===== src/rtl/conv_pkg.sv =====
// Shared types, constants and helpers for the punctured convolutional encoder.
package conv_pkg;

  // Galileo rate-1/2, K=7 code: coded bit 0 uses 171, coded bit 1 uses 133 and is inverted.
  localparam logic [6:0] G_171   = 7'o171;
  localparam logic [6:0] G_133   = 7'o133;
  localparam logic [1:0] GAL_INV = 2'b10;

  // Largest supported constraint length and coded bits per input bit.
  localparam int MAX_K = 9;
  localparam int MAX_R = 4;

  typedef enum logic {
    ST_DATA = 1'b0,
    ST_TAIL = 1'b1
  } conv_state_t;

  // Parity of the register taps selected by a generator polynomial.
  function automatic logic conv_parity(input logic [MAX_K-1:0] poly,
                                       input logic [MAX_K-1:0] sr);
    return ^(poly & sr);
  endfunction

  // Number of coded bits a keep mask lets through.
  function automatic int unsigned punct_kept(input logic [MAX_R-1:0] mask);
    int unsigned n;
    n = 0;
    for (int i = 0; i < MAX_R; i++) begin
      n = n + 32'(mask[i]);
    end
    return n;
  endfunction

endpackage


===== src/rtl/conv_serializer.sv =====
// Holds one coded symbol and shifts out its kept bits, lowest index first.
module conv_serializer
  import conv_pkg::*;
#(
  parameter int R  = 2,
  parameter int RW = $clog2(R + 1)
) (
  input  logic          clk,
  input  logic          rst_n,
  input  logic          load_i,
  input  logic [R-1:0]  bits_i,
  input  logic [R-1:0]  keep_i,
  input  logic          last_i,
  output logic          out_valid_o,
  input  logic          out_ready_i,
  output logic          out_bit_o,
  output logic          out_last_o,
  output logic          empty_o,
  output logic [RW-1:0] remaining_o
);

  logic [R-1:0]     bits_q, bits_d;
  logic [R-1:0]     keep_q, keep_d;
  logic             last_q, last_d;
  logic [R-1:0]     lowest;
  logic [MAX_R-1:0] keep_ext;

  // Pick the lowest pending kept bit, retire it on a transfer, accept a new symbol on load.
  always_comb begin
    lowest      = keep_q & (~keep_q + R'(1));
    keep_ext    = '0;
    keep_ext[R-1:0] = keep_q;
    remaining_o = RW'(punct_kept(keep_ext));
    empty_o     = (keep_q == '0);
    out_valid_o = !empty_o;
    out_bit_o   = |(bits_q & lowest);
    out_last_o  = last_q & (remaining_o == RW'(1));

    bits_d = bits_q;
    keep_d = keep_q;
    last_d = last_q;
    if (out_valid_o && out_ready_i) begin
      keep_d = keep_q & ~lowest;
    end
    // The top only loads when the current symbol is gone or leaving this cycle.
    if (load_i) begin
      bits_d = bits_i;
      keep_d = keep_i;
      last_d = last_i;
    end
  end

  // Symbol holding registers; an empty keep mask means nothing pending.
  always_ff @(posedge clk or negedge rst_n) begin
    if (!rst_n) begin
      bits_q <= '0;
      keep_q <= '0;
      last_q <= 1'b0;
    end else begin
      bits_q <= bits_d;
      keep_q <= keep_d;
      last_q <= last_d;
    end
  end

endmodule


===== src/rtl/conv_enc_punct.sv =====
// Parametrised convolutional encoder with inversion, puncturing and tail flush.
//
// state   | meaning
// --------+-------------------------------------------------------------
// ST_DATA | accepting data bits; in_last either starts the tail or ends frame
// ST_TAIL | feeding K-1 internal zero bits, no input accepted
module conv_enc_punct
  import conv_pkg::*;
#(
  parameter int                   K         = 7,
  parameter int                   R         = 2,
  parameter logic [R-1:0][K-1:0]  G         = {G_133, G_171},
  parameter logic [R-1:0]         INV       = GAL_INV,
  parameter int                   PUNCT_LEN = 1,
  parameter logic [PUNCT_LEN*R-1:0] PUNCT   = '1,
  parameter bit                   TAIL_EN   = 1'b1
) (
  input  logic clk,
  input  logic rst_n,
  input  logic in_valid,
  output logic in_ready,
  input  logic in_bit,
  input  logic in_last,
  output logic out_valid,
  input  logic out_ready,
  output logic out_bit,
  output logic out_last
);

  localparam int TW = $clog2(K);
  localparam int PW = (PUNCT_LEN > 1) ? $clog2(PUNCT_LEN) : 1;
  localparam int RW = $clog2(R + 1);

  // Parameter sanity, caught at elaboration rather than as a silent dead code.
  if (K < 3 || K > MAX_K) begin : g_bad_k
    $error("conv_enc_punct: K must be within 3..9");
  end
  if (R < 2 || R > MAX_R) begin : g_bad_r
    $error("conv_enc_punct: R must be within 2..4");
  end
  if (PUNCT_LEN < 1 || PUNCT_LEN > 8) begin : g_bad_plen
    $error("conv_enc_punct: PUNCT_LEN must be within 1..8");
  end
  for (genvar gp = 0; gp < PUNCT_LEN; gp++) begin : g_punct_chk
    if (PUNCT[gp*R +: R] == '0) begin : g_empty_col
      $error("conv_enc_punct: a puncture column keeps no coded bit");
    end
  end

  conv_state_t   state_q, state_d;
  logic [K-1:0]  sr_q, sr_d;
  logic [PW-1:0] p_q, p_d;
  logic [TW-1:0] tail_cnt_q, tail_cnt_d;

  logic          ser_empty;
  logic          ser_valid;
  logic [RW-1:0] ser_remaining;

  logic             can_load;
  logic             data_load;
  logic             tail_load;
  logic             sym_load;
  logic             tail_done;
  logic             frame_end;
  logic [K-1:0]     sr_shift;
  logic [MAX_K-1:0] sr_ext;
  logic [MAX_K-1:0] poly_ext;
  logic [R-1:0]     sym_bits;
  logic [R-1:0]     sym_keep;

  // Next-state, symbol generation and input handshake.
  always_comb begin
    // A symbol may load when the serializer is empty or its final bit leaves now;
    // this keeps out_ready -> in_ready combinational for full throughput.
    can_load  = ser_empty | (ser_valid & out_ready & (ser_remaining == RW'(1)));
    in_ready  = (state_q == ST_DATA) & can_load;
    data_load = in_valid & in_ready;
    tail_load = (state_q == ST_TAIL) & can_load;
    sym_load  = data_load | tail_load;

    // Coded bits come from the updated register so the new bit contributes.
    sr_shift = {data_load & in_bit, sr_q[K-1:1]};
    sr_ext   = '0;
    sr_ext[K-1:0] = sr_shift;
    poly_ext = '0;
    sym_bits = '0;
    for (int j = 0; j < R; j++) begin
      poly_ext = '0;
      poly_ext[K-1:0] = G[j];
      sym_bits[j] = conv_parity(poly_ext, sr_ext) ^ INV[j];
    end

    sym_keep = PUNCT[R-1:0];
    for (int p = 0; p < PUNCT_LEN; p++) begin
      if (p_q == PW'(p)) begin
        sym_keep = PUNCT[p*R +: R];
      end
    end

    tail_done = tail_load & (tail_cnt_q == TW'(1));
    frame_end = tail_done | (data_load & in_last & !TAIL_EN);

    state_d    = state_q;
    sr_d       = sr_q;
    p_d        = p_q;
    tail_cnt_d = tail_cnt_q;

    if (sym_load) begin
      if (frame_end) begin
        // sr[0] still holds the final data bit, so the register must be wiped.
        sr_d    = '0;
        p_d     = '0;
        state_d = ST_DATA;
      end else begin
        sr_d = sr_shift;
        p_d  = (p_q == PW'(PUNCT_LEN - 1)) ? '0 : p_q + PW'(1);
      end
      if (data_load && in_last && TAIL_EN) begin
        state_d    = ST_TAIL;
        tail_cnt_d = TW'(K - 1);
      end
      if (tail_load) begin
        tail_cnt_d = tail_cnt_q - TW'(1);
      end
    end
  end

  // FSM state register.
  always_ff @(posedge clk or negedge rst_n) begin
    if (!rst_n) begin
      state_q <= ST_DATA;
    end else begin
      state_q <= state_d;
    end
  end

  // Encoder shift register, puncture index and tail down-counter.
  always_ff @(posedge clk or negedge rst_n) begin
    if (!rst_n) begin
      sr_q       <= '0;
      p_q        <= '0;
      tail_cnt_q <= '0;
    end else begin
      sr_q       <= sr_d;
      p_q        <= p_d;
      tail_cnt_q <= tail_cnt_d;
    end
  end

  conv_serializer #(
    .R  (R),
    .RW (RW)
  ) u_ser (
    .clk         (clk),
    .rst_n       (rst_n),
    .load_i      (sym_load),
    .bits_i      (sym_bits),
    .keep_i      (sym_keep),
    .last_i      (frame_end),
    .out_valid_o (ser_valid),
    .out_ready_i (out_ready),
    .out_bit_o   (out_bit),
    .out_last_o  (out_last),
    .empty_o     (ser_empty),
    .remaining_o (ser_remaining)
  );

  assign out_valid = ser_valid;

endmodule

===== config.mk =====
export PLATFORM = sky130hd
export DESIGN_NAME = conv_enc_punct
export DESIGN_NICKNAME = d
export VERILOG_FILES = /design/src/rtl/conv_pkg.sv /design/src/rtl/conv_serializer.sv /design/src/rtl/conv_enc_punct.sv
export SDC_FILE = /design/constraint.sdc
export NUM_CORES = 1
export LEC_CHECK = 0
export ABC_AREA = 1
export CORE_UTILIZATION = 38
export CTS_CLUSTER_SIZE = 10
export DETAILED_ROUTE_END_ITERATION = 12
export MAX_ROUTING_LAYER = met4
export SYNTH_ARGS = -nofsm -noshare
export SYNTH_HDL_FRONTEND = slang
export SYNTH_HIERARCHICAL = 1
export SYNTH_SLANG_ARGS = --single-unit

===== constraint.sdc =====
create_clock -name clk -period 2.3 [get_ports clk]
set_input_delay 0.575 -clock clk [delete_from_list [all_inputs] [get_ports clk]]
set_output_delay 0.575 -clock clk [all_outputs]
set_load 0.1 [all_outputs]

=== Word level (Yosys, flattened, before mapping) ===
Cells that the tools add are included.

* Bits in registers: 16
* Bits of input ports: 6
* Output and inout bits: 4
* Logic and storage cells: 47

* Add/subtract/negate cells: 3
* Equal/unequal tests: 2
* Muxes and demuxes: 7
* Bitwise logic cells: 17
* Reduce and logical (&&, ||, !) cells: 12

{| class="wikitable"
|+ Operator list
! operator !! number
|-
| 9-bit parity || 2
|-
| 1-bit bitwise AND || 8
|-
| 7-bit 2-to-1 mux || 1
|-
| 2-bit bitwise AND || 3
|-
| 3-bit 2-to-1 mux || 2
|-
| 2-bit nonzero test || 3
|-
| 2-bit 2-to-1 mux || 2
|-
| 2-bit inverter || 2
|-
| 2-bit AND reduction || 2
|-
| 3-bit by 1-bit equality test with 1-bit output (second input constant) || 1
|-
| 3-bit by 1-bit subtractor with 3-bit output (second input constant) || 1
|-
| 1-bit by 1-bit adder with 2-bit output || 1
|-
| 2-bit by 1-bit adder with 2-bit output (second input constant) || 1
|-
| 2-bit by 1-bit equality test with 1-bit output (second input constant) || 1
|-
| 1-bit logical AND || 2
|-
| 2-bit logical NOT || 1
|-
| 1-bit 2-to-1 mux || 2
|-
| 1-bit inverter || 2
|-
| 1-bit bitwise OR || 2
|-
| 2-bit OR reduction || 1
|-
| 1-bit logical NOT || 1
|}

=== Logic depth before layout (Yosys ltp) ===
Gate-level depths: netlist of run 1.

* Word-level depth: 10
* Mapped depth: 14

=== Modules after synthesis ===
The synthesis of run 1 kept the hierarchy.

{| class="wikitable"
|+ By module, submodules not included
! module !! instances !! cells an instance !! area each (um2) !! sequential area each (um2)
|-
| conv_enc_punct || 1 || 80 || 658.1 || 250.2
|-
| conv_serializer || 1 || 36 || 275.3 || 125.1
|}

=== Worst setup path after synthesis of run 1 ===
No wires, ideal clock.

* Kind: reg2reg
* From: register u_ser.keep_q[0]
* To: register u_ser.bits_q[0]
* Library setup time: 0.128 ns
* Data arrival time: 2.979 ns
* Path slack: -0.807 ns
* Stages on the path, launching flop included: 13
* Buffers on the path: 0
* Clock period less this slack: 3.107 ns
* Path through: dfrtp_1 -> inv_1 -> ha_1 -> inv_1 -> nand2_1 -> inv_2 -> nand2_2 -> a21oi_2 -> nand3_1 -> nand2_1 -> nand2_1 -> nand2_1 -> o21ai_0

* Longest elaborated chain between the ends: 9

{| class="wikitable"
|+ RTL lines
! element !! line !! source
|-
| start: declaration || conv_serializer.sv:23 || <nowiki>logic [R-1:0] keep_q, keep_d;</nowiki>
|-
| start signal: assignment || conv_serializer.sv:61 || <nowiki>keep_q <= keep_d;</nowiki>
|-
| 2-bit logical NOT || conv_serializer.sv:34 || <nowiki>empty_o = (keep_q == '0);</nowiki>
|-
| net ser_empty || conv_enc_punct.sv:55 || <nowiki>logic ser_empty;</nowiki>
|-
| 1-bit logical NOT || conv_serializer.sv:35 || <nowiki>out_valid_o = !empty_o;</nowiki>
|-
| net out_valid || conv_enc_punct.sv:24 || <nowiki>output logic out_valid,</nowiki>
|-
| 1-bit bitwise AND (2 in a row) || conv_enc_punct.sv:75 || <nowiki>can_load = ser_empty | (ser_valid & out_ready & (ser_remaining == RW'(1)));</nowiki>
|-
| 1-bit bitwise OR || conv_enc_punct.sv:75 ||
|-
| 1-bit bitwise AND || conv_enc_punct.sv:76 || <nowiki>in_ready = (state_q == ST_DATA) & can_load;</nowiki>
|-
| net in_ready || conv_enc_punct.sv:21 || <nowiki>output logic in_ready,</nowiki>
|-
| 1-bit bitwise AND || conv_enc_punct.sv:77 || <nowiki>data_load = in_valid & in_ready;</nowiki>
|-
| 1-bit bitwise AND || conv_enc_punct.sv:82 || <nowiki>sr_shift = {data_load & in_bit, sr_q[K-1:1]};</nowiki>
|-
| 9-bit parity || conv_pkg.sv:21 || <nowiki>return ^(poly & sr);</nowiki>
|-
| net sym_bits[0] || conv_enc_punct.sv:68 || <nowiki>logic [R-1:0] sym_bits;</nowiki>
|-
| end signal: assignment || conv_serializer.sv:60 || <nowiki>bits_q <= bits_d;</nowiki>
|-
| end: declaration || conv_serializer.sv:22 || <nowiki>logic [R-1:0] bits_q, bits_d;</nowiki>
|}

The timed path passes the listed nets, and every way through them passes these cells.
A chain may end at the register's enable or synchronous reset.

=== Final worst setup path of run 1 ===
* From: input port out_ready
* To: output port in_ready

* Longest elaborated chain between the ends: 4

{| class="wikitable"
|+ RTL lines
! element !! line !! source
|-
| start: declaration || conv_enc_punct.sv:25 || <nowiki>input logic out_ready,</nowiki>
|-
| 1-bit bitwise AND (2 in a row) || conv_enc_punct.sv:75 ||
|-
| 1-bit bitwise OR || conv_enc_punct.sv:75 ||
|-
| 1-bit bitwise AND || conv_enc_punct.sv:76 ||
|-
| end: declaration || conv_enc_punct.sv:21 ||
|}

No other way between the ends.

==> PnR_summary.wiki, run 1 <==
{| class="wikitable"
! Metric !! Value
|-
| Status || finished, final reports clean
|-
| Maximum vdd drop || 0.000780 V
|-
| Busiest metal layer after global routing || met2
|-
| RSZ-0062 raised after global routing || no
|-
| CP Max Fanout || 2
|-
| Proportion of synthesized chip area in sequential cells || 40.2%
|-
| TritonCTS clock tree || yes
|-
| Initial core utilization || 41.4%
|-
| GR Layer Usage met3 || ~3.5%
|-
| Clock Latency Late Sink || between 0.2 and 0.3 ns
|-
| Number of global-route vias before repair || around 760
|-
| Grt total ovfl || 0
|-
| Sum of net half-perimeters after detailed placement || about 1300 um
|-
| Synthesized area per cell || between 8 and 9 sq um
|-
| Number of antenna diodes || 0
|-
| Largest net degree at the start of global routing || 16
|-
| Final Hold Fails || 0
|-
| Worst-case clock skew || ~0.005 ns
|-
| Cells along the critical path || clkdlybuf4s50_1 -> nand2_1 -> inv_2 -> nand2_4 -> a21oi_4 -> buf_12
|-
| Area of the core || 2250 sq um
|-
| Final antenna-violating net count || 0
|-
| Slowest cell on the critical path || sky130_fd_sc_hd__clkdlybuf4s50_1
|-
| Post-synthesis async set-or-reset flop share || 100%
|-
| Per-cell via count in the routed design || 4.61
|-
| Max H-tree Level || 1
|-
| Worst setup margin || roughly 0.097 ns
|-
| Total CTS buffers || 3
|-
| Global-route track usage on met2 || between 20% and 30%
|-
| Startpoint of the worst-slack reg-to-reg timing path || u_ser/keep_q[0]
|-
| Category of the worst setup path launch point || input pin
|-
| Worst setup path class || input pin to output port
|-
| DRC viols || 0
|-
| Share of the clock period used by the worst path after layout || 95.8%
|-
| Area of the mapped netlist || just over 900 sq um
|-
| Delay of the slowest critical-path stage || 0.48 ns
|-
| Total area of multi-input combinational cells || ~530 sq um
|-
| Chip Height || between 50 and 60 um
|-
| CP Data Required Time || roughly 1.7 ns
|-
| FF-to-FF path depth || 11
|-
| Class of the tightest hold or removal check || flop to flop
|-
| Crit path time final || about 2.2 ns
|-
| Slack of the worst reg-to-reg path || between 0.5 and 0.6 ns
|-
| Detailed-route wire length per cell || 10.7 um
|-
| Final RePlAce weighted congestion || roughly 0.74
|-
| DRT iter0 DRCs || 16
|-
| Main area contributors after synthesis || sky130_fd_sc_hd__dfrtp_1 40%, sky130_fd_sc_hd__nand2_1 17%, sky130_fd_sc_hd__nand3_1 7.5%
|-
| Hold-fix buffers at CTS || 0
|-
| Worst setup timing slack at the placement stage || roughly 0.065 ns
|-
| Areal power density over the cells || around 1500 nW/um^2
|-
| Combined buffer and inverter count along the critical path || 3
|-
| Initial antenna violation count || 0
|-
| Achievable Freq || 0.454 GHz
|-
| Global-route met1 utilization || between 20% and 30%
|-
| IO Count || 10
|-
| Count of flip-flops with a built-in enable after synthesis || 0
|-
| Via total after detailed routing || roughly 750
|-
| Area leader, netlist || sky130_fd_sc_hd__dfrtp_1
|-
| Standard-cell row count || 17
|-
| Clock slew seen by the registers of the worst setup and hold paths || approximately 0.1 ns
|-
| Most used flip-flop cell after synthesis || sky130_fd_sc_hd__dfrtp_1
|-
| Die Footprint || roughly 2700 sq um
|-
| Crit. End Element || output port
|-
| Worst setup startpoint || out_ready
|-
| Wire length of the first global-routing pass || about 3200 um
|-
| Max_cap viols || 0
|-
| Area growth from synthesis to final layout || 28.7%
|-
| Family with the most delay on the worst path || buffers and inverters
|-
| Number of filler cells placed in the layout || ~210
|-
| Horiz. Die Dim || approximately 52 um
|-
| Number of nets in the layout || approximately 150
|-
| Sequential cell area || between 300 and 400 sq um
|-
| Clock tree root buffer cell || sky130_fd_sc_hd__clkbuf_4
|-
| Critical Path Sink || in_ready
|-
| Detailed-route wire length || roughly 1700 um
|-
| Number of stages on the worst setup path || 6
|-
| Clock tree sinks || 15
|-
| DRT Pass-1 Iters || 4
|-
| Post-layout utilization of the core || 53.3%
|-
| CP Data Arrival Time || 1.63 ns
|-
| Worst R2R End || u_ser/bits_q[0]
|-
| Gr usage total || 17.3%
|-
| Layout cell share with drive strength beyond 1 || about a quarter
|-
| Number of port buffers || 9
|-
| Total count of max-transition violations in the final report || 0
|-
| Share of Yosys cell area claimed by the top area cell type || 40.2%
|-
| Synthesized flop and latch total || 15
|-
| Count of cell types in the netlist || 20
|-
| YS warnings || 6
|-
| Gate count of the mapped netlist || approximately 120
|-
| CTS max path bufs || 2
|-
| Cell leakage power || 0.653 nW
|-
| Final number of setup-violating endpoints || 0
|}
-- cells by family (layout without fill, tap and decap cells) --
logic type | Yosys count | after routing | share of synthesized area (%)
buffers and inverters | 17 | 34 | 7.24
AOI/OAI and AO/OA | 3 | 3 | 2.01
DFF | 15 | 15 | 40.2
xor gates and xnor gates | 7 | 7 | 7.37
other | 1 | 2 | 0.402
adders and majority gates | 5 | 5 | 6.70
and+or+nand+nor | 68 | 68 | 36.1
-- state kept, by name, indices dropped and copies added (netlist names) --
register,flops
u_ser/keep_q,2
u_ser/bits_q,2
sr_q,6
u_ser/last_q,1
tail_cnt_q,3
state_q,1
-- where the power goes --
| part | leakage, nW | total (W) | switching (W) | internal, W |
|---|---|---|---|---|
| Combinational | 0.444 | 0.00122 | 0.000766 | 0.000456 |
| Sequential | 0.191 | 0.000458 | 0.0000922 | 0.000366 |
| Clock | 0.0177 | 0.000163 | 0.0000980 | 0.0000646 |
| Total | 0.653 | 0.00184 | 0.000956 | 0.000887 |
-- layout by cell type, fill, tap and decap left out, drive strengths merged --
cell,synthesis,layout
clkbuf,0,3
xor2,4,4
xnor2,3,3
nand4,3,3
ha,5,5
nor2,2,2
conb,1,2
o21ai,2,2
inv,16,15
dfrtp,15,15
buf,1,9
clkinv,0,1
nand2,48,48
nand3,15,15
a21oi,1,1
clkdlybuf4s50,0,5
clkinvlp,0,1
-- area by class of cell --
class	instances	area share (%)
flip-flops and latches	15	31.3
inverters	16	5.31
clock inverters	1	0.417
well taps	28	2.92
clock buffers	3	1.88
repair buffers	14	14.0
multi-input cells	85	44.3
-- repair_timing --
action                                  4_1_cts  5_1_grt
pin swaps                                     1        1
buffers inserted                              3        1
endpoints found under the setup margin        1        1
resized for setup                             0        4
-- worst min-delay path: stages (launching register included) --
cell	delay, ns
sky130_fd_sc_hd__dfrtp_1	0.36
sky130_fd_sc_hd__nand2_1	0.05
sky130_fd_sc_hd__nand2_1	0.05
-- how the worst min path moves through the flow --
stage	slack (ns)	from	cells after the start	endpoint
after floorplan	0.28	rst_n	0	sr_q[1]
after global placement	0.46	u_ser/last_q	2	u_ser/last_q
after detailed placement	0.47	u_ser/last_q	2	u_ser/last_q
after CTS	0.49	u_ser/last_q	2	u_ser/last_q
after global routing	0.51	u_ser/last_q	2	u_ser/last_q
final	0.48	u_ser/last_q	2	u_ser/last_q
-- Yosys cell counts, types with 2 or more instances --
master / count
sky130_fd_sc_hd__nand2_1: 43
sky130_fd_sc_hd__o21ai_0: 2
sky130_fd_sc_hd__nand3_1: 14
sky130_fd_sc_hd__nand2_2: 2
sky130_fd_sc_hd__xor2_1: 4
sky130_fd_sc_hd__dfrtp_1: 15
sky130_fd_sc_hd__ha_1: 5
sky130_fd_sc_hd__inv_2: 5
sky130_fd_sc_hd__xnor2_1: 2
sky130_fd_sc_hd__nand2_4: 3
sky130_fd_sc_hd__inv_1: 11
sky130_fd_sc_hd__nand4_2: 2
-- routing by layer --
| layer | up-vias | routed length (um) |
|---|---|---|
| met5 | - | 0 |
| met4 | 0 | 19 |
| met3 | 2 | 32 |
| met2 | 8 | 864 |
| met1 | 340 | 816 |
| li1 | 397 | - |
-- per-stage QoR --
stage                     hold slack (ns)  instances  setup TNS (ns)  total power (W)  cell area [sq um]
after floorplan                     0.279        117          -0.136          0.00134                961
after global placement              0.456        154               0          0.00159               1130
after detailed placement            0.465        154               0          0.00162               1130
after CTS                           0.489        161               0          0.00182               1180
after global routing                0.513        162               0          0.00201               1200
final                               0.485        162               0          0.00184               1200
No activity file was read; power rests on OpenSTA's default activity.
==> inputs of run 2 (changes only) <==
--- a/constraint.sdc
+++ b/constraint.sdc
@@ -3,2 +3,2 @@
 set_output_delay 0.575 -clock clk [all_outputs]
-set_load 0.1 [all_outputs]
+set_load 0.005 [all_outputs]
==> run 2 against run 1 <==
Global-route usage is 0.83 points lower; power is 20% lower; die area stayed put; critical path depth is 1 lower; setup slack better by 0.020 ns; hold slack better by 0.0048 ns; critical path type is now flop to output port; largest cell class unchanged.
==> PnR_summary.wiki, run 2 (synthesis results as in run 1) <==
{| class="wikitable"
! Metric !! Value
|-
| Class of the tightest hold or removal check || flop to flop
|-
| Worst setup timing slack at the placement stage || -0.155 ns
|-
| Number of port buffers || 9
|-
| CP Data Arrival Time || 1.61 ns
|-
| Maximum vdd drop || ~0.00075 V
|-
| Clock tree sinks || 15
|-
| Initial antenna violation count || 0
|-
| Share of the clock period used by the worst path after layout || roughly 95%
|-
| Chip Height || about 52 um
|-
| Layout cell share with drive strength beyond 1 || between 10% and 20%
|-
| Category of the worst setup path launch point || flop
|-
| DRT Pass-1 Iters || 4
|-
| Area of the core || about 2300 sq um
|-
| Clock Latency Late Sink || approximately 0.29 ns
|-
| Status || finished, final reports clean
|-
| Grt total ovfl || 0
|-
| Switching share of power || around 46%
|-
| DRC viols || 0
|-
| Worst setup margin || 0.116 ns
|-
| Clock slew seen by the registers of the worst setup and hold paths || 0.09 ns
|-
| Gr usage total || between 10% and 20%
|-
| Most used cell, CP || sky130_fd_sc_hd__inv_1
|-
| Total CTS buffers || 3
|-
| Number of filler cells placed in the layout || 239
|-
| Areal power density over the cells || about 1300 nW/um^2
|-
| Commonest non-fill, non-tap cell in the layout || sky130_fd_sc_hd__nand2_1
|-
| Per-cell via count in the routed design || between 4 and 5
|-
| Worst setup path class || flop to output port
|-
| Global-route track usage on met2 || approximately 28%
|-
| Slew HR || around 53%
|-
| Most used cells in the layout excluding fill and tap cells || 43 x sky130_fd_sc_hd__nand2_1, 15 x sky130_fd_sc_hd__dfrtp_1, 14 x sky130_fd_sc_hd__nand3_1
|-
| Post-placement cell area || 1060 sq um
|-
| Clock tree root buffer cell || sky130_fd_sc_hd__clkbuf_4
|-
| IO Count || 10
|-
| Largest net degree at the start of global routing || 16
|-
| Busiest metal layer after global routing || met2
|-
| Area growth from synthesis to final layout || 19.7%
|-
| Worst-case clock skew || ~0.0086 ns
|-
| Max H-tree Level || 1
|-
| Fraction of power consumed by combinational cells || roughly three fifths
|-
| Sum of net half-perimeters after detailed placement || 1270 um
|-
| Die Footprint || ~2700 sq um
|-
| Wire length of the first global-routing pass || 3090 um
|-
| Slew of the pin with the lowest slew margin || about 0.70 ns
|-
| CP Data Required Time || ~1.7 ns
|-
| Net load switching power || between 0.0006 and 0.0007 W
|-
| Crit path time final || about 2.2 ns
|-
| Detailed-route wire length per cell || around 11 um
|-
| CP Max Fanout || 3
|-
| Cell leakage power || 0.620 nW
|-
| TritonCTS clock tree || yes
|-
| Crit. End Element || output port
|-
| Via total after detailed routing || approximately 760
|-
| Initial core utilization || 41.4%
|-
| Combined buffer and inverter count along the critical path || 3
|-
| DRT iter0 DRCs || 9
|-
| Max reg flops || 6
|-
| Cells along the critical path || inv_1 -> ha_4 -> nand2_1 -> inv_1 -> clkdlybuf4s50_1
|-
| Achievable Freq || about 0.46 GHz
|-
| Final antenna-violating net count || 0
|-
| Biggest registers after layout || sr_q: 6 flops, tail_cnt_q: 3 flops
|-
| Max_cap viols || 0
|-
| Most flop-heavy register || sr_q
|-
| Number of nets in the layout || 144
|-
| CTS max path bufs || 2
|-
| Delay of the slowest critical-path stage || 0.48 ns
|-
| Number of antenna diodes || 0
|-
| Post-route cell area || between 1000 and 1500 sq um
|-
| Internal power || just under 0.0008 W
|-
| Final number of setup-violating endpoints || 0
|-
| Number of global-route vias before repair || around 760
|-
| GR Layer Usage met3 || between 1.5 and 2%
|-
| Final RePlAce weighted congestion || just over 0.7
|-
| Part of the total power dissipated in the clock network || between 10% and 20%
|-
| Standard-cell row count || 17
|-
| Family with the most delay on the worst path || buffers and inverters
|-
| Final Hold Fails || 0
|-
| RSZ-0062 raised after global routing || no
|-
| Slowest cell on the critical path || sky130_fd_sc_hd__clkdlybuf4s50_1
|-
| Total count of max-transition violations in the final report || 0
|-
| Horiz. Die Dim || between 50 and 60 um
|-
| Detailed-route wire length || roughly 1700 um
|-
| Slack of the worst reg-to-reg path || ~0.56 ns
|-
| Sequential fraction of design power || a little under a third
|-
| Global-route met1 utilization || approximately 18%
|}
==> run 2: final timing paths <==
kind                            depth (start not counted)              end            start
worst min register to register                          2  u_ser/bits_q[1]  u_ser/bits_q[1]
worst min-delay path                                    2  u_ser/bits_q[1]  u_ser/bits_q[1]
worst max-delay path                                    5         out_last  u_ser/keep_q[1]
max in group asynchronous                               1  u_ser/bits_q[1]            rst_n
worst max register to register                         12  u_ser/keep_q[1]  u_ser/keep_q[0]
min in group asynchronous                               1          state_q            rst_n
==> run 2: cell type report <==
type | count | area [sq um] | share of cell area, %
repair buffers | 12 | 113 | 10.1
multi-input cells | 85 | 507 | 45.4
clock inverters | 1 | 5.00 | 0.448
flip-flops and latches | 15 | 375 | 33.6
inverters | 16 | 60.1 | 5.38
well taps | 28 | 35.0 | 3.14
clock buffers | 3 | 22.5 | 2.02
==> run 2: layer usage <==
metal | up-vias | part of all wire [%]
met5 | - | 0
met4 | 0 | 1.7
met3 | 4 | 2.2
met2 | 8 | 48
met1 | 355 | 48
li1 | 389 | -
==> run 2: tightest hold or removal path: stages (launching register included) <==
cell,delay (ns)
sky130_fd_sc_hd__dfrtp_1,0.36
sky130_fd_sc_hd__nand2_1,0.06
sky130_fd_sc_hd__nand2_1,0.05
==> run 2: power by group through the flow <==
| stage | Combinational, W | Clock [W] | Sequential (W) |
|---|---|---|---|
| after CTS | 0.000864 | 0.000165 | 0.000454 |
| final | 0.000855 | 0.000155 | 0.000455 |
| after global routing | 0.000988 | 0.000181 | 0.000468 |
| after floorplan | 0.000656 | 0 | 0.000422 |
| after global placement | 0.000798 | 0 | 0.000461 |
| after detailed placement | 0.000820 | 0 | 0.000463 |
==> run 2: per-stage QoR <==
step	TNS [ns]	hold slack, ns	power (W)	utilization [%]	std cells
3_5_place_dp	-0.155	0.464	0.00128	47.1	154
4_1_cts	0	0.488	0.00148	49.5	160
3_3_place_gp	-0.146	0.459	0.00126	47.1	154
2_1_floorplan	0	0.279	0.00108	-	117
5_1_grt	0	0.511	0.00164	49.6	160
6_report	0	0.489	0.00147	49.6	160
==> run 2: timing repair <==
item	CTS	global route
gates cloned	0	0
hold buffers	0	0
resized for setup	2	2
setup endpoints to repair	1	1
setup buffers	2	0
==> inputs of run 3 (changes only) <==
CELL_PAD_IN_SITES_DETAIL_PLACEMENT = 1   (was default)
CELL_PAD_IN_SITES_GLOBAL_PLACEMENT = 1   (was default)
PLACE_DENSITY_LB_ADDON = 0.1   (was default)
RECOVER_POWER = 50   (was default)
SLEW_MARGIN = 5   (was default)
==> run 3 against run 2 <==
Cell count increased by 1.3%; clock-buffer cell count increased by 1; global-route usage increased by 2.2 points; critical endpoint is now in_ready.
==> PnR_summary.wiki, run 3 (synthesis results as in run 1) <==
{| class="wikitable"
! Metric !! Value
|-
| Area of the core || around 2300 sq um
|-
| Final Hold Fails || 0
|-
| Category of the worst setup path launch point || flop
|-
| Grt total ovfl || 0
|-
| Post-layout power || ~0.0015 W
|-
| Total count of max-transition violations in the final report || 0
|-
| Via total after detailed routing || about 780
|-
| Number of port buffers || 9
|-
| Crit path time final || ~2.2 ns
|-
| Finished Layout Cells || between 150 and 200
|-
| CTS max path bufs || 2
|-
| TritonCTS clock tree || yes
|-
| Number of global-route vias before repair || about 820
|-
| DRT Pass-1 Iters || 4
|-
| Per-cell via count in the routed design || approximately 4.8
|-
| Cell leakage power || roughly 0.62 nW
|-
| Sum of net half-perimeters after detailed placement || about 1600 um
|-
| Area growth from synthesis to final layout || 20.0%
|-
| Detailed-route wire length per cell || between 10 and 15 um
|-
| CP Data Required Time || between 1.5 and 2 ns
|-
| Clock tree root buffer cell || sky130_fd_sc_hd__clkbuf_4
|-
| Commonest non-fill, non-tap cell in the layout || sky130_fd_sc_hd__nand2_1
|-
| Worst-case clock skew || between 0.002 and 0.0025 ns
|-
| Wire length of the first global-routing pass || ~3400 um
|-
| Slew of the pin with the lowest slew margin || 0.842 ns
|-
| Number of antenna diodes || 0
|-
| Initial antenna violation count || 0
|-
| Crit. End Element || output port
|-
| Achievable Freq || between 0.4 and 0.5 GHz
|-
| CP Max Fanout || 4
|-
| Total CTS buffers || 3
|-
| Most flop-heavy register || sr_q
|-
| IO Count || 10
|-
| Sequential cell area || 375 sq um
|-
| Final antenna-violating net count || 0
|-
| Maximum vdd drop || 0.000858 V
|-
| Max H-tree Level || 1
|-
| Largest net degree at the start of global routing || 16
|-
| Max_cap viols || 0
|-
| Beginning of the worst hold path || tail_cnt_q[2]
|-
| Layout cell share with drive strength beyond 1 || 18.7%
|-
| DRT iter0 DRCs || 2
|-
| Share of the clock period used by the worst path after layout || a little over nine tenths
|-
| Horiz. Die Dim || 51.6 um
|-
| Number of nets in the layout || 146
|-
| Slew HR || ~44%
|-
| Standard-cell row count || 17
|-
| Clock slew seen by the registers of the worst setup and hold paths || around 0.09 ns
|-
| DRC viols || 0
|-
| CP Data Arrival Time || around 1.7 ns
|-
| Post-route cell area || between 1000 and 1500 sq um
|-
| Worst setup path class || flop to output port
|-
| Gr usage total || 18.6%
|-
| Most used cells in the layout excluding fill and tap cells || 43 x sky130_fd_sc_hd__nand2_1, 15 x sky130_fd_sc_hd__dfrtp_1, 14 x sky130_fd_sc_hd__nand3_1
|-
| Dpl cells || roughly 160
|-
| Total area of multi-input combinational cells || 500 sq um
|-
| Areal power density over the cells || between 1000 and 1500 nW/um^2
|-
| Status || finished, final reports clean
|-
| Clock Latency Late Sink || approximately 0.28 ns
|-
| Worst hold-check slack || between 0.4 and 0.5 ns
|-
| Initial core utilization || 41.4%
|-
| Post-placement cell area || roughly 1100 sq um
|-
| Worst setup startpoint || u_ser/keep_q[1]
|-
| Post-layout utilization of the core || 49.7%
|-
| Final number of setup-violating endpoints || 0
|-
| Chip Height || ~52 um
|-
| Detailed-route wire length || 2010 um
|-
| Biggest registers after layout || sr_q: 6 flops, tail_cnt_q: 3 flops
|-
| Class of the tightest hold or removal check || flop to flop
|-
| Max reg flops || 6
|-
| Startpoint of the worst-slack reg-to-reg timing path || u_ser/keep_q[1]
|-
| Hold-fix buffers at CTS || 0
|-
| Final RePlAce weighted congestion || around 0.70
|-
| Slack of the worst reg-to-reg path || around 0.42 ns
|-
| Number of filler cells placed in the layout || around 280
|-
| Die Footprint || about 2700 sq um
|-
| Clock tree sinks || 15
|}
[run 3: critical path, stage by stage, from the launching register on]
cell and delay [ns]:
sky130_fd_sc_hd__dfrtp_1 0.43, sky130_fd_sc_hd__inv_2 0.07, sky130_fd_sc_hd__ha_4 0.27, sky130_fd_sc_hd__inv_2 0.03
sky130_fd_sc_hd__nor2_2 0.10, sky130_fd_sc_hd__nand2_2 0.08, sky130_fd_sc_hd__a21oi_2 0.15, sky130_fd_sc_hd__dlygate4sd2_1 0.25
[run 3: where the power goes]
part / switching (W) / leakage, nW / internal (W) / total [W]
sequential: 0.0000744 / 0.191 / 0.000366 / 0.000441
clock: 0.0000862 / 0.0150 / 0.0000674 / 0.000154
combinational: 0.000540 / 0.414 / 0.000364 / 0.000904
[run 3: area by class of cell]
cell class	instances	area share, %
Multi-Input combinational cell	85	44.7
Sequential cell	15	33.5
Inverter	16	5.36
Clock buffer	4	2.35
Timing Repair Buffer	14	10.9
Tap cell	28	3.13
[run 3: metrics by stage]
stage | worst slack [ns] | TNS [ns]
global placement | -0.116 | -0.116
global route | -0.0124 | -0.0124
CTS | 0.0367 | 0
detailed placement | -0.164 | -0.164
finish | 0.0628 | 0
floorplan | 0.688 | 0
[run 3: metal layers]
layer	vias to the layer above	track usage (%)	share of wire, %
met1	369	21.4	45
met5	-	-	0
li1	392	-	-
met4	0	8.11	0.80
met3	2	3.51	3.0
met2	13	31.6	51
[run 3: timing repair]
action,CTS,global route
setup buffers,1,0
endpoints found under the setup margin,1,2
resized for setup,1,3
[run 3: final timing paths]
kind                       depth (start not counted)              end
min                                                2    tail_cnt_q[2]
max in group asynchronous                          2    tail_cnt_q[0]
min reg2reg                                        2    tail_cnt_q[2]
max reg2reg                                       14  u_ser/keep_q[1]
max                                                7         in_ready
min in group asynchronous                          2    tail_cnt_q[2]
